<file path="src/rtl/ws_color_if.sv">
// Host/sender bundle for ws_color_ctrl.
// master = host side (drives writes, commit, brightness, chase request).
// slave  = ws_color_ctrl (drives the active colour array and status).
// Handshake: a shadow write is taken on a clock edge where wr_en && wr_ready;
// with wr_ready low the write is dropped; there is no back-pressure queue.
interface ws_color_if #(
  parameter int DEPTH  = 24,
  parameter int WS_NUM = 7
);
  logic             wr_en;
  logic [7:0]       wr_addr;
  logic [DEPTH-1:0] wr_data;
  logic             wr_ready;
  logic             commit;
  logic [7:0]       bright;
  logic             chase_en;
  logic [DEPTH-1:0] wscolor [WS_NUM];
  logic             busy;
  logic             frame_done;
  logic             err_addr;

  modport master (
    output wr_en, wr_addr, wr_data, commit, bright, chase_en,
    input  wr_ready, wscolor, busy, frame_done, err_addr
  );

  modport slave (
    input  wr_en, wr_addr, wr_data, commit, bright, chase_en,
    output wr_ready, wscolor, busy, frame_done, err_addr
  );
endinterface

</file>
<file path="src/rtl/ws_color_ctrl.sv">
// ws_color_ctrl: shadow/active colour buffer feeding the WS2812 sender.
// Host writes land in the shadow buffer; a commit is published on the next
// refresh tick by copying one LED per cycle, scaled by the brightness latched
// at launch, so the active buffer never shows a half-written frame.
// Optional feature macro: WS_CHASE_EN (test-chase pattern generator).
// dbg_state: 1 while the FSM is in COPY, 0 in IDLE.
module ws_color_ctrl #(
  parameter int          DEPTH      = 24,
  parameter int unsigned CLKHZ      = 32'd50_000_000,
  parameter int          WS_NUM     = 7,
  parameter int unsigned REFRESH_HZ = 32'd100
) (
  input  logic       clk,
  input  logic       rst,
  ws_color_if.slave  bus,
  output logic       dbg_state
);
  localparam int unsigned TICK_CYCLES = CLKHZ / REFRESH_HZ;
  localparam int          IDX_W       = (WS_NUM > 1) ? $clog2(WS_NUM) : 1;
  localparam logic [IDX_W-1:0] LAST_IDX = IDX_W'(WS_NUM - 1);

  typedef enum logic {
    S_IDLE = 1'b0,
    S_COPY = 1'b1
  } state_e;

  state_e           state_q, state_d;
  logic [31:0]      cnt_q, cnt_d;
  logic [IDX_W-1:0] idx_q, idx_d;
  logic             pending_q, pending_d;
  logic [7:0]       bright_q, bright_d;
  logic             done_q, done_d;
  logic             err_q, err_d;
  logic [DEPTH-1:0] shadow_q  [WS_NUM];
  logic [DEPTH-1:0] shadow_d  [WS_NUM];
  logic [DEPTH-1:0] wscolor_q [WS_NUM];
  logic [DEPTH-1:0] wscolor_d [WS_NUM];

  logic             tick;
  logic             in_range;
  logic             wr_ok;
  logic [DEPTH-1:0] src;

`ifdef WS_CHASE_EN
  logic             chase_q, chase_d;
  logic [IDX_W-1:0] chase_pos_q, chase_pos_d;
`else
  logic unused_chase_en;
  assign unused_chase_en = bus.chase_en;
`endif

  // One channel: (ch * (b + 1)) >> 8 in a 17-bit product, truncating.
  function automatic logic [7:0] scale_ch(input logic [7:0] ch, input logic [7:0] b);
    logic [16:0] prod;
    prod = {9'd0, ch} * ({9'd0, b} + 17'd1);
    return 8'(prod >> 8);
  endfunction

  // RGB888 pixel scaled channel by channel.
  function automatic logic [DEPTH-1:0] scale_px(input logic [DEPTH-1:0] p, input logic [7:0] b);
    return {scale_ch(p[23:16], b), scale_ch(p[15:8], b), scale_ch(p[7:0], b)};
  endfunction

  // Next-state logic: tick counter, shadow writes, pending, copy FSM.
  always_comb begin
    state_d   = state_q;
    idx_d     = idx_q;
    pending_d = pending_q;
    bright_d  = bright_q;
    done_d    = 1'b0;
    err_d     = err_q;
    shadow_d  = shadow_q;
    wscolor_d = wscolor_q;
`ifdef WS_CHASE_EN
    chase_d     = chase_q;
    chase_pos_d = chase_pos_q;
`endif

    tick  = (cnt_q == TICK_CYCLES - 1);
    cnt_d = tick ? 32'd0 : cnt_q + 32'd1;

    // Writes are only taken in IDLE; out-of-range taken writes raise the sticky flag.
    in_range = ({24'd0, bus.wr_addr} < 32'(WS_NUM));
    wr_ok    = bus.wr_en && (state_q == S_IDLE);
    if (wr_ok) begin
      if (in_range) shadow_d[bus.wr_addr[IDX_W-1:0]] = bus.wr_data;
      else          err_d = 1'b1;
    end

`ifdef WS_CHASE_EN
    src = chase_q ? ((idx_q == chase_pos_q) ? {DEPTH{1'b1}} : {DEPTH{1'b0}})
                  : shadow_q[idx_q];
`else
    src = shadow_q[idx_q];
`endif

    case (state_q)
      S_IDLE: begin
`ifdef WS_CHASE_EN
        if (tick && bus.chase_en) begin
          // Chase frames leave pending untouched for later.
          state_d  = S_COPY;
          idx_d    = '0;
          bright_d = bus.bright;
          chase_d  = 1'b1;
        end else if (tick && pending_q) begin
          state_d   = S_COPY;
          idx_d     = '0;
          bright_d  = bus.bright;
          pending_d = 1'b0;
          chase_d   = 1'b0;
        end
`else
        if (tick && pending_q) begin
          state_d   = S_COPY;
          idx_d     = '0;
          bright_d  = bus.bright;
          pending_d = 1'b0;
        end
`endif
      end
      S_COPY: begin
        wscolor_d[idx_q] = scale_px(src, bright_q);
        if (idx_q == LAST_IDX) begin
          state_d = S_IDLE;
          done_d  = 1'b1;
`ifdef WS_CHASE_EN
          if (chase_q) chase_pos_d = (chase_pos_q == LAST_IDX) ? '0 : chase_pos_q + 1'b1;
`endif
        end else begin
          idx_d = idx_q + 1'b1;
        end
      end
      default: state_d = S_IDLE;
    endcase

    // A commit always (re)arms pending, including during COPY or on a launch edge.
    if (bus.commit) pending_d = 1'b1;
  end

  // State registers with synchronous reset; reset also blanks the active buffer.
  always_ff @(posedge clk) begin
    if (rst) begin
      state_q   <= S_IDLE;
      cnt_q     <= '0;
      idx_q     <= '0;
      pending_q <= 1'b0;
      bright_q  <= '0;
      done_q    <= 1'b0;
      err_q     <= 1'b0;
      for (int i = 0; i < WS_NUM; i++) begin
        shadow_q[i]  <= '0;
        wscolor_q[i] <= '0;
      end
`ifdef WS_CHASE_EN
      chase_q     <= 1'b0;
      chase_pos_q <= '0;
`endif
    end else begin
      state_q   <= state_d;
      cnt_q     <= cnt_d;
      idx_q     <= idx_d;
      pending_q <= pending_d;
      bright_q  <= bright_d;
      done_q    <= done_d;
      err_q     <= err_d;
      shadow_q  <= shadow_d;
      wscolor_q <= wscolor_d;
`ifdef WS_CHASE_EN
      chase_q     <= chase_d;
      chase_pos_q <= chase_pos_d;
`endif
    end
  end

  assign bus.wscolor    = wscolor_q;
  assign bus.wr_ready   = (state_q == S_IDLE);
  assign bus.busy       = pending_q || (state_q == S_COPY);
  assign bus.frame_done = done_q;
  assign bus.err_addr   = err_q;
  assign dbg_state      = (state_q == S_COPY);
endmodule

</file>
<file path="src/flat_wrapper.sv">
// flat-port wrapper written by rule: the top's interface ports become plain ports
module ws_color_ctrl_flat 
#(
  parameter int          DEPTH      = 24,
  parameter int unsigned CLKHZ      = 32'd50_000_000,
  parameter int          WS_NUM     = 7,
  parameter int unsigned REFRESH_HZ = 32'd100
)
  (clk, rst, dbg_state, bus_wr_en, bus_wr_addr, bus_wr_data, bus_commit, bus_bright, bus_chase_en, bus_wr_ready, bus_wscolor, bus_busy, bus_frame_done, bus_err_addr);
  ws_color_if #(.DEPTH(DEPTH), .WS_NUM(WS_NUM)) bus_i ();
  input  logic clk;
  input  logic rst;
  output logic dbg_state;
  input wire logic [$bits(bus_i.wr_en)-1:0] bus_wr_en;
  input wire logic [$bits(bus_i.wr_addr)-1:0] bus_wr_addr;
  input wire logic [$bits(bus_i.wr_data)-1:0] bus_wr_data;
  input wire logic [$bits(bus_i.commit)-1:0] bus_commit;
  input wire logic [$bits(bus_i.bright)-1:0] bus_bright;
  input wire logic [$bits(bus_i.chase_en)-1:0] bus_chase_en;
  output wire logic [$bits(bus_i.wr_ready)-1:0] bus_wr_ready;
  output wire logic [$bits(bus_i.wscolor)-1:0] bus_wscolor;
  output wire logic [$bits(bus_i.busy)-1:0] bus_busy;
  output wire logic [$bits(bus_i.frame_done)-1:0] bus_frame_done;
  output wire logic [$bits(bus_i.err_addr)-1:0] bus_err_addr;
  assign bus_i.wr_en = bus_wr_en;
  assign bus_i.wr_addr = bus_wr_addr;
  assign bus_i.wr_data = bus_wr_data;
  assign bus_i.commit = bus_commit;
  assign bus_i.bright = bus_bright;
  assign bus_i.chase_en = bus_chase_en;
  assign bus_wr_ready = bus_i.wr_ready;
  assign bus_wscolor = {>>{bus_i.wscolor}};
  assign bus_busy = bus_i.busy;
  assign bus_frame_done = bus_i.frame_done;
  assign bus_err_addr = bus_i.err_addr;
  ws_color_ctrl #(.DEPTH(DEPTH), .CLKHZ(CLKHZ), .WS_NUM(WS_NUM), .REFRESH_HZ(REFRESH_HZ)) u_core (.clk(clk), .rst(rst), .bus(bus_i), .dbg_state(dbg_state));
endmodule
</file>
<file path="config.mk">
export PLATFORM = sky130hd
export DESIGN_NAME = ws_color_ctrl_flat
export DESIGN_NICKNAME = d
export VERILOG_FILES = /design/src/rtl/ws_color_if.sv /design/src/rtl/ws_color_ctrl.sv /design/src/flat_wrapper.sv
export SDC_FILE = /design/constraint.sdc
export NUM_CORES = 1
export LEC_CHECK = 0
export ABC_AREA = 0
export ABC_CLOCK_PERIOD_IN_PS = 15500
export BUFFER_PORTS_ARGS = -buffer_cell sky130_fd_sc_hd__buf_2
export CAP_MARGIN = 0
export CORE_MARGIN = 4
export CORE_UTILIZATION = 55
export DETAILED_ROUTE_END_ITERATION = 16
export PLACE_DENSITY = 0.79
export SKIP_CTS_REPAIR_TIMING = 1
export SLEW_MARGIN = 15
export SYNTH_ARGS = -nofsm -noshare
export SYNTH_HDL_FRONTEND = slang
export SYNTH_SLANG_ARGS = --single-unit
</file>
<file path="constraint.sdc">
create_clock -name clk -period 15.5 [get_ports clk]
set_clock_uncertainty 0.15 [all_clocks]
set_input_delay 0.775 -clock clk [delete_from_list [all_inputs] [get_ports clk]]
set_output_delay 0.775 -clock clk [all_outputs]
set_load 0.02 [all_outputs]
</file>
**Word level (Yosys, flattened, before mapping)**

Index checks and enable logic that the tools add are counted.

- Output and inout port bits: 173
- Bits in registers: 383

- $mul: 3
- Equality and inequality tests: 5
- Magnitude comparators: 5
- Muxes and demuxes: 19
- Reduce and logical (&&, ||, !) cells: 13
- Bitwise operators: 4
- $add $sub $neg: 3

Operator list:

| kind | number |
|---|---|
| 168-bit bitwise mux | 2 |
| 24-bit demux with 3-bit select | 2 |
| 24-bit 2-to-1 mux | 4 |
| 24-bit binary-select mux with 3-bit select | 1 |
| 8-bit by 17-bit multiplier with 16-bit output | 3 |
| 32-bit by 1-bit adder with 32-bit output (second input constant) | 1 |
| 32-bit by 19-bit == test with 1-bit output (second input constant) | 1 |
| 2-bit AND reduction | 5 |
| 8-bit by 1-bit adder with 9-bit output (second input constant) | 1 |
| 4-bit greater-or-equal comparator (second input constant) | 2 |
| 4-bit by 1-bit less-than comparator with 1-bit output (second input constant) | 2 |
| 8-bit by 3-bit less-than comparator with 1-bit output (second input constant) | 1 |
| 3-bit NOT with 4-bit output | 2 |
| 1-bit 2-to-1 mux | 6 |
| 3-bit 2-to-1 mux | 2 |
| 3-bit one-hot mux with 2 select lines | 1 |
| 1-bit logical AND | 4 |
| 2-bit inequality test (second input constant) | 2 |
| 2-bit OR reduction | 2 |
| 3-bit by 1-bit adder with 3-bit output (second input constant) | 1 |
| 3-bit == test (second input constant) | 1 |
| 2-bit by 1-bit inequality test with 1-bit output (second input constant) | 1 |
| 1-bit NOT | 2 |
| 1-bit one-hot mux with 2 select lines | 1 |
| 2 further kinds | 2 |

**Longest topological paths before layout**

- Depth after elaboration: 6
- Mapped depth: 26

**Worst setup path before layout**

No wires, ideal clock.

- Kind: flip-flop to flip-flop
- Start point: register u_core.idx_q[1]
- End point: register u_core.wscolor_q (netlist bit u_core.bus.wscolor[149])
- Buffers on the path: 6
- Clock period less this slack: 6.848 ns
- Path slack: 8.652 ns
- Cell stages (with the launch flop): 24
- Required time: 15.210 ns
- Arrival: 6.558 ns
- Path through: dfxtp_1 > buf_2 > buf_2 > buf_2 > buf_1 > mux2_2 > a221o_1 > o21ai_1 > nor2b_1 > fa_1 > fa_1 > inv_1 > fa_1 > fa_1 > inv_1 > ha_1 > nand3b_1 > or3_1 > nor4_1 > or3_1 > buf_2 > and3_1 > buf_2 > o311ai_0

- Longest elaborated chain between the ends: 6
- Elaborated cells on any way between the ends: 11
- Those cells by class: mul (1); order compare (2); mux (6); bitwise (1); reduce/logical (1)

Ends and longest elaborated chain:

| element | RTL line | RTL |
|---|---|---|
| start: declaration | ws_color_ctrl.sv:29 | `logic [IDX_W-1:0] idx_q, idx_d;` |
| start signal: assignment | ws_color_ctrl.sv:162 | `idx_q <= idx_d;` |
| 3-bit NOT with 4-bit output (not written as such) (*) | ws_color_ctrl.sv:94, ws_color_ctrl.sv:123 |  |
| 24-bit binary-select mux with 3-bit select (tied with other cells) | ws_color_ctrl.sv:94 | `src = shadow_q[idx_q];` |
| 24-bit 2-to-1 mux (not written as such) or 1-bit logical AND (tied branches) | ws_color_ctrl.sv:94, ws_color_ctrl.sv:123 |  |
| 24-bit 2-to-1 mux, on equally long branches | ws_color_ctrl.sv:94, ws_color_ctrl.sv:123 |  |
| 8-bit by 17-bit multiplier with 16-bit output or 24-bit demux with 3-bit select (tied branches) | ws_color_ctrl.sv:55, ws_color_ctrl.sv:123 |  |
| 168-bit bitwise mux (*) | ws_color_ctrl.sv:123 | `wscolor_d[idx_q] = scale_px(src, bright_q);` |
| end signal: assignment | ws_color_ctrl.sv:168 | `wscolor_q <= wscolor_d;` |
| end: declaration | ws_color_ctrl.sv:36 | `logic [DEPTH-1:0] wscolor_q [WS_NUM];` |

Mark *: on every way between the ends. The rest lies on a longest branch, timed or not. The select of a mux whose other input is x is not followed.
A chain may end at the register's enable or synchronous reset.

**Worst setup path in the final report**

- Start point: register u_core.idx_q[2]
- End point: register u_core.wscolor_q (netlist bit u_core.bus.wscolor[93])

The elaborated chain is that of the path after synthesis.

==> impl_table.tex <==
\begin{tabular}{lr}
\hline
Metric & Value \\
\hline
\multicolumn{2}{l}{\textbf{Clock network}} \\
\quad Cts bufs inserted & 41 \\
\quad Clock net sink count & roughly 380 \\
\quad Clock Tree Buf Depth & 3 \\
\quad TritonCTS clock tree & built \\
\quad Number of levels the H-tree was split into & 2 \\
\quad Clk Tree Root Cell & sky130\_fd\_sc\_hd\_\_clkbuf\_16 \\
\quad Clock latency reported for the late side of the worst-skew pair & between 0.5 and 0.6 ns \\
\quad Clock-pin slew reported for the worst setup and hold paths after clock tree synthesis & around 0.070 ns \\
\multicolumn{2}{l}{\textbf{Global route}} \\
\quad Antenna violations before repair & 5 \\
\quad Pin count of the biggest net entering global routing & 107 \\
\quad Wire length of the first global-routing pass & 101 mm \\
\quad Grt ovf & 0 \\
\quad Global-route usage over all layers & between 20\% and 30\% \\
\quad Vias in the first global route & slightly below 20000 \\
\multicolumn{2}{l}{\textbf{Die}} \\
\quad Floorplan die width & 209 um \\
\quad Vert. Die Dim & 209 um \\
\quad Number of I/O pins & 218 \\
\quad CORE AREA & between 0.03 and 0.04 sq mm \\
\quad Row cnt & between 70 and 80 \\
\quad Starting utilization of the core area & 55.7\% \\
\quad Die Area & 0.0435 sq mm \\
\multicolumn{2}{l}{\textbf{Worst setup path}} \\
\quad Maximum fanout along the worst path & 40 \\
\quad Slowest Stage Delay on Critical Path & $\sim$0.87 ns \\
\quad Required time of the worst setup path & 15.75 ns \\
\quad Chain of cells forming the critical path & buf\_4 > inv\_1 > a221o\_1 > o21ai\_1 > nor2\_1 > fa\_1 > fa\_1 > fa\_1 > inv\_1 > fa\_1 > inv\_1 > ha\_1 > a211oi\_1 > nand2\_1 > a2111oi\_0 > a221o\_1 > o21bai\_1 > xnor2\_1 > o21ai\_0 \\
\quad Arrival time worst endpoint & 8.42 ns \\
\quad Kind of start point of the critical path & flip-flop \\
\quad Library cell contributing the largest single delay on the critical path & sky130\_fd\_sc\_hd\_\_xnor2\_1 \\
\quad Cell family with most CP delay & compound AO/OA/AOI/OAI gates \\
\quad Classification of the worst setup path & flip-flop to flip-flop \\
\quad CP dominant cell by count & sky130\_fd\_sc\_hd\_\_fa\_1 \\
\quad Internal reg-to-reg setup slack & 7.33 ns \\
\quad Bufs and invs on worst path & 4 \\
\quad Critical Path End Type & flip-flop \\
\multicolumn{2}{l}{\textbf{Status}} \\
\quad Run status & finished clean \\
\multicolumn{2}{l}{\textbf{Synth}} \\
\quad Cell types occupying the most area after synthesis & sky130\_fd\_sc\_hd\_\_dfxtp\_1 (35\%), sky130\_fd\_sc\_hd\_\_fa\_1 (11\%), sky130\_fd\_sc\_hd\_\_mux2i\_1 (8.0\%) \\
\quad Distinct cell type count after synthesis & 64 \\
\quad Asr flop ratio synth & 0\% \\
\quad Sequential element share of the synthesized area & 34.6\% \\
\quad Number of synthesized register bits & 383 \\
\quad Prevailing post-synth register cell & sky130\_fd\_sc\_hd\_\_dfxtp\_1 \\
\quad Cell taking the most area after synthesis & sky130\_fd\_sc\_hd\_\_dfxtp\_1 \\
\quad Net count after synthesis & approximately 2800 \\
\quad Share of the synthesized area in the top cell type & 34.6\% \\
\quad Average size of a mapped cell & 8.72 sq um \\
\quad Count of flip-flops with a built-in enable after synthesis & 0 \\
\quad Cell area after synthesis & 0.0221 sq mm \\
\quad Cell count after synthesis & 2538 \\
\quad Number of synthesis warnings & 0 \\
\quad Most instantiated cells after synthesis & sky130\_fd\_sc\_hd\_\_nor2\_1 (419), sky130\_fd\_sc\_hd\_\_dfxtp\_1 (383), sky130\_fd\_sc\_hd\_\_nand2\_1 (235) \\
\quad Most common cell in the synthesized netlist & sky130\_fd\_sc\_hd\_\_nor2\_1 \\
\multicolumn{2}{l}{\textbf{STA}} \\
\quad Transition at the pin with the smallest max-transition slack & 1.22 ns \\
\quad Number of hold violations in the final report & 0 \\
\quad Worst slew margin relative to its limit & 18.7\% \\
\quad Shortest clock period the worst path allows after layout & 8.17 ns \\
\quad Max Freq & around 0.12 GHz \\
\quad Setup repair after global routing missed its margin & no \\
\quad \# setup viols final & 0 \\
\quad Slew Limit Fails & 0 \\
\quad Summed negative setup slack over all endpoints & 0 ns \\
\quad Tcrit/Tclk final & 52.7\% \\
\quad Worst Slack Setup Final & 7.33 ns \\
\multicolumn{2}{l}{\textbf{Final layout}} \\
\quad Signed area change from the synthesized netlist to the final layout & 12.6\% \\
\quad Filler instances & $\sim$3300 \\
\quad Total non-filler cell area in the finished layout & 0.0249 sq mm \\
\quad Non-filler cells, final & 3230 \\
\quad Final layout net count & 2937 \\
\quad Sequential cell area & roughly 0.0077 sq mm \\
\quad Area of the multi-input gates & around 0.013 sq mm \\
\quad Fraction of layout instances using a drive strength above 1 & 15.3\% \\
\multicolumn{2}{l}{\textbf{Detailed routing}} \\
\quad DRC marker count from the first detailed-route iteration & 1956 \\
\quad Routed wire length & 63.0 mm \\
\quad Routed wirelength normalized by instance count & 19.5 um \\
\quad Number of nets with antenna violations after detailed routing & 0 \\
\quad First drt pass iteration count & 9 \\
\quad Ratio of routed vias to standard cells & 6.00 \\
\quad Remaining DRCs & 0 \\
\quad Routed via count & 19400 \\
\multicolumn{2}{l}{\textbf{Worst hold path}} \\
\quad Class of the most critical hold timing path & input port to flip-flop \\
\multicolumn{2}{l}{\textbf{Place}} \\
\quad Placed insts & 3154 \\
\quad Pre-CTS setup slack & 7.56 ns \\
\quad Placer congestion estimate & 0.904 \\
\quad Total placed instance area & about 0.024 sq mm \\
\quad Count of input and output buffers & around 220 \\
\quad Placed wire-length estimate & 42.4 mm \\
\multicolumn{2}{l}{\textbf{Pwr}} \\
\quad Areal power density over the cells & 79.7 mW/mm\^{}2 \\
\quad Largest voltage drop on the vdd net & 0.0898 mV \\
\quad Leak pwr & 11.1 nW \\
\multicolumn{2}{l}{\textbf{Job}} \\
\quad Maximum capacitance violations & 0 \\
\hline
\end{tabular}
metrics by stage:
step | power (mW) | hold WS [ns] | util (%)
2_1_floorplan | 1.03 | 0.280 | -
4_1_cts | 2.00 | 0.248 | 62.7
3_5_place_dp | 1.04 | 0.293 | 59.4
3_3_place_gp | 1.04 | 0.289 | 59.4
5_1_grt | 2.04 | 0.256 | 62.7
6_report | 1.99 | 0.263 | 62.7
layout make-up:
cell class              instances  share of cell area, %
inverters                     151                   2.27
diodes                          1                 0.0100
repair buffers                258                   5.64
clock inverters                21                  0.713
clock buffers                  54                   4.59
multi-input cells            1837                   53.4
well taps                     525                   2.64
flip-flops and latches        383                   30.8
worst paths after layout:
path / startpoint / end / cells after the start
worst max-delay path: u_core.idx_q[2] / u_core.bus.wscolor[93] / 19
worst min-delay path: bus_commit / u_core.pending_q / 3
worst max register to register: u_core.idx_q[2] / u_core.bus.wscolor[93] / 19
worst min register to register: u_core.shadow_q[131] / u_core.shadow_q[131] / 2
cell families after synthesis:
family / count (synthesis) / share of synthesized area [%]
AO/OA/AOI/OAI: 371 / 10.6
XOR/XNOR: 50 / 1.98
adder cells (fa/ha/maj): 220 / 16.5
buffers and inverters: 318 / 5.59
flip-flops: 383 / 34.6
multiplexers: 212 / 10.7
AND/OR/NAND/NOR: 984 / 19.9
cell usage in the layout, fill, tap and decap left out, types with 38 or more instances in the layout:
| cell type | n |
|---|---|
| sky130_fd_sc_hd__nand2_1 | 235 |
| sky130_fd_sc_hd__o31ai_1 | 38 |
| sky130_fd_sc_hd__clkbuf_16 | 41 |
| sky130_fd_sc_hd__inv_1 | 149 |
| sky130_fd_sc_hd__fa_1 | 120 |
| sky130_fd_sc_hd__dfxtp_1 | 380 |
| sky130_fd_sc_hd__nand3_1 | 101 |
| sky130_fd_sc_hd__buf_4 | 42 |
| sky130_fd_sc_hd__a21oi_1 | 136 |
| sky130_fd_sc_hd__ha_1 | 100 |
| sky130_fd_sc_hd__mux2i_1 | 176 |
| sky130_fd_sc_hd__buf_2 | 215 |
| sky130_fd_sc_hd__nor2_1 | 419 |
| sky130_fd_sc_hd__o21ai_0 | 54 |
power breakdown:
group,switching (mW),total [mW],internal [mW]
clock,0.420,0.965,0.544
sequential,0.00112,0.987,0.986
combinational,0.0273,0.0361,0.00883
tightest hold or removal path, cell delays in order:
cell and delay [ns]:
sky130_fd_sc_hd__buf_2 0.08, sky130_fd_sc_hd__a21oi_1 0.03, sky130_fd_sc_hd__nor2_1 0.07
registers in the layout (all words and copies together) (netlist names):
register	flops
u_core.bright_q	8
u_core.bus.err_addr	1
u_core.bus.frame_done	1
u_core.bus.wscolor	168
u_core.cnt_q	32
u_core.dbg_state	1
u_core.idx_q	3
u_core.pending_q	1
u_core.shadow_q	168
routing by layer:
metal	wire length, um	GRT usage (%)	up-vias	part of all wire, %
met1	25100	35.3	9450	40
met2	30600	47.8	840	48
met3	4630	5.18	205	7.3
met5	36	0	-	0.057
li1	-	-	8895	-
met4	2750	11.5	6	4.4
Power figures use the tool's default switching activity.
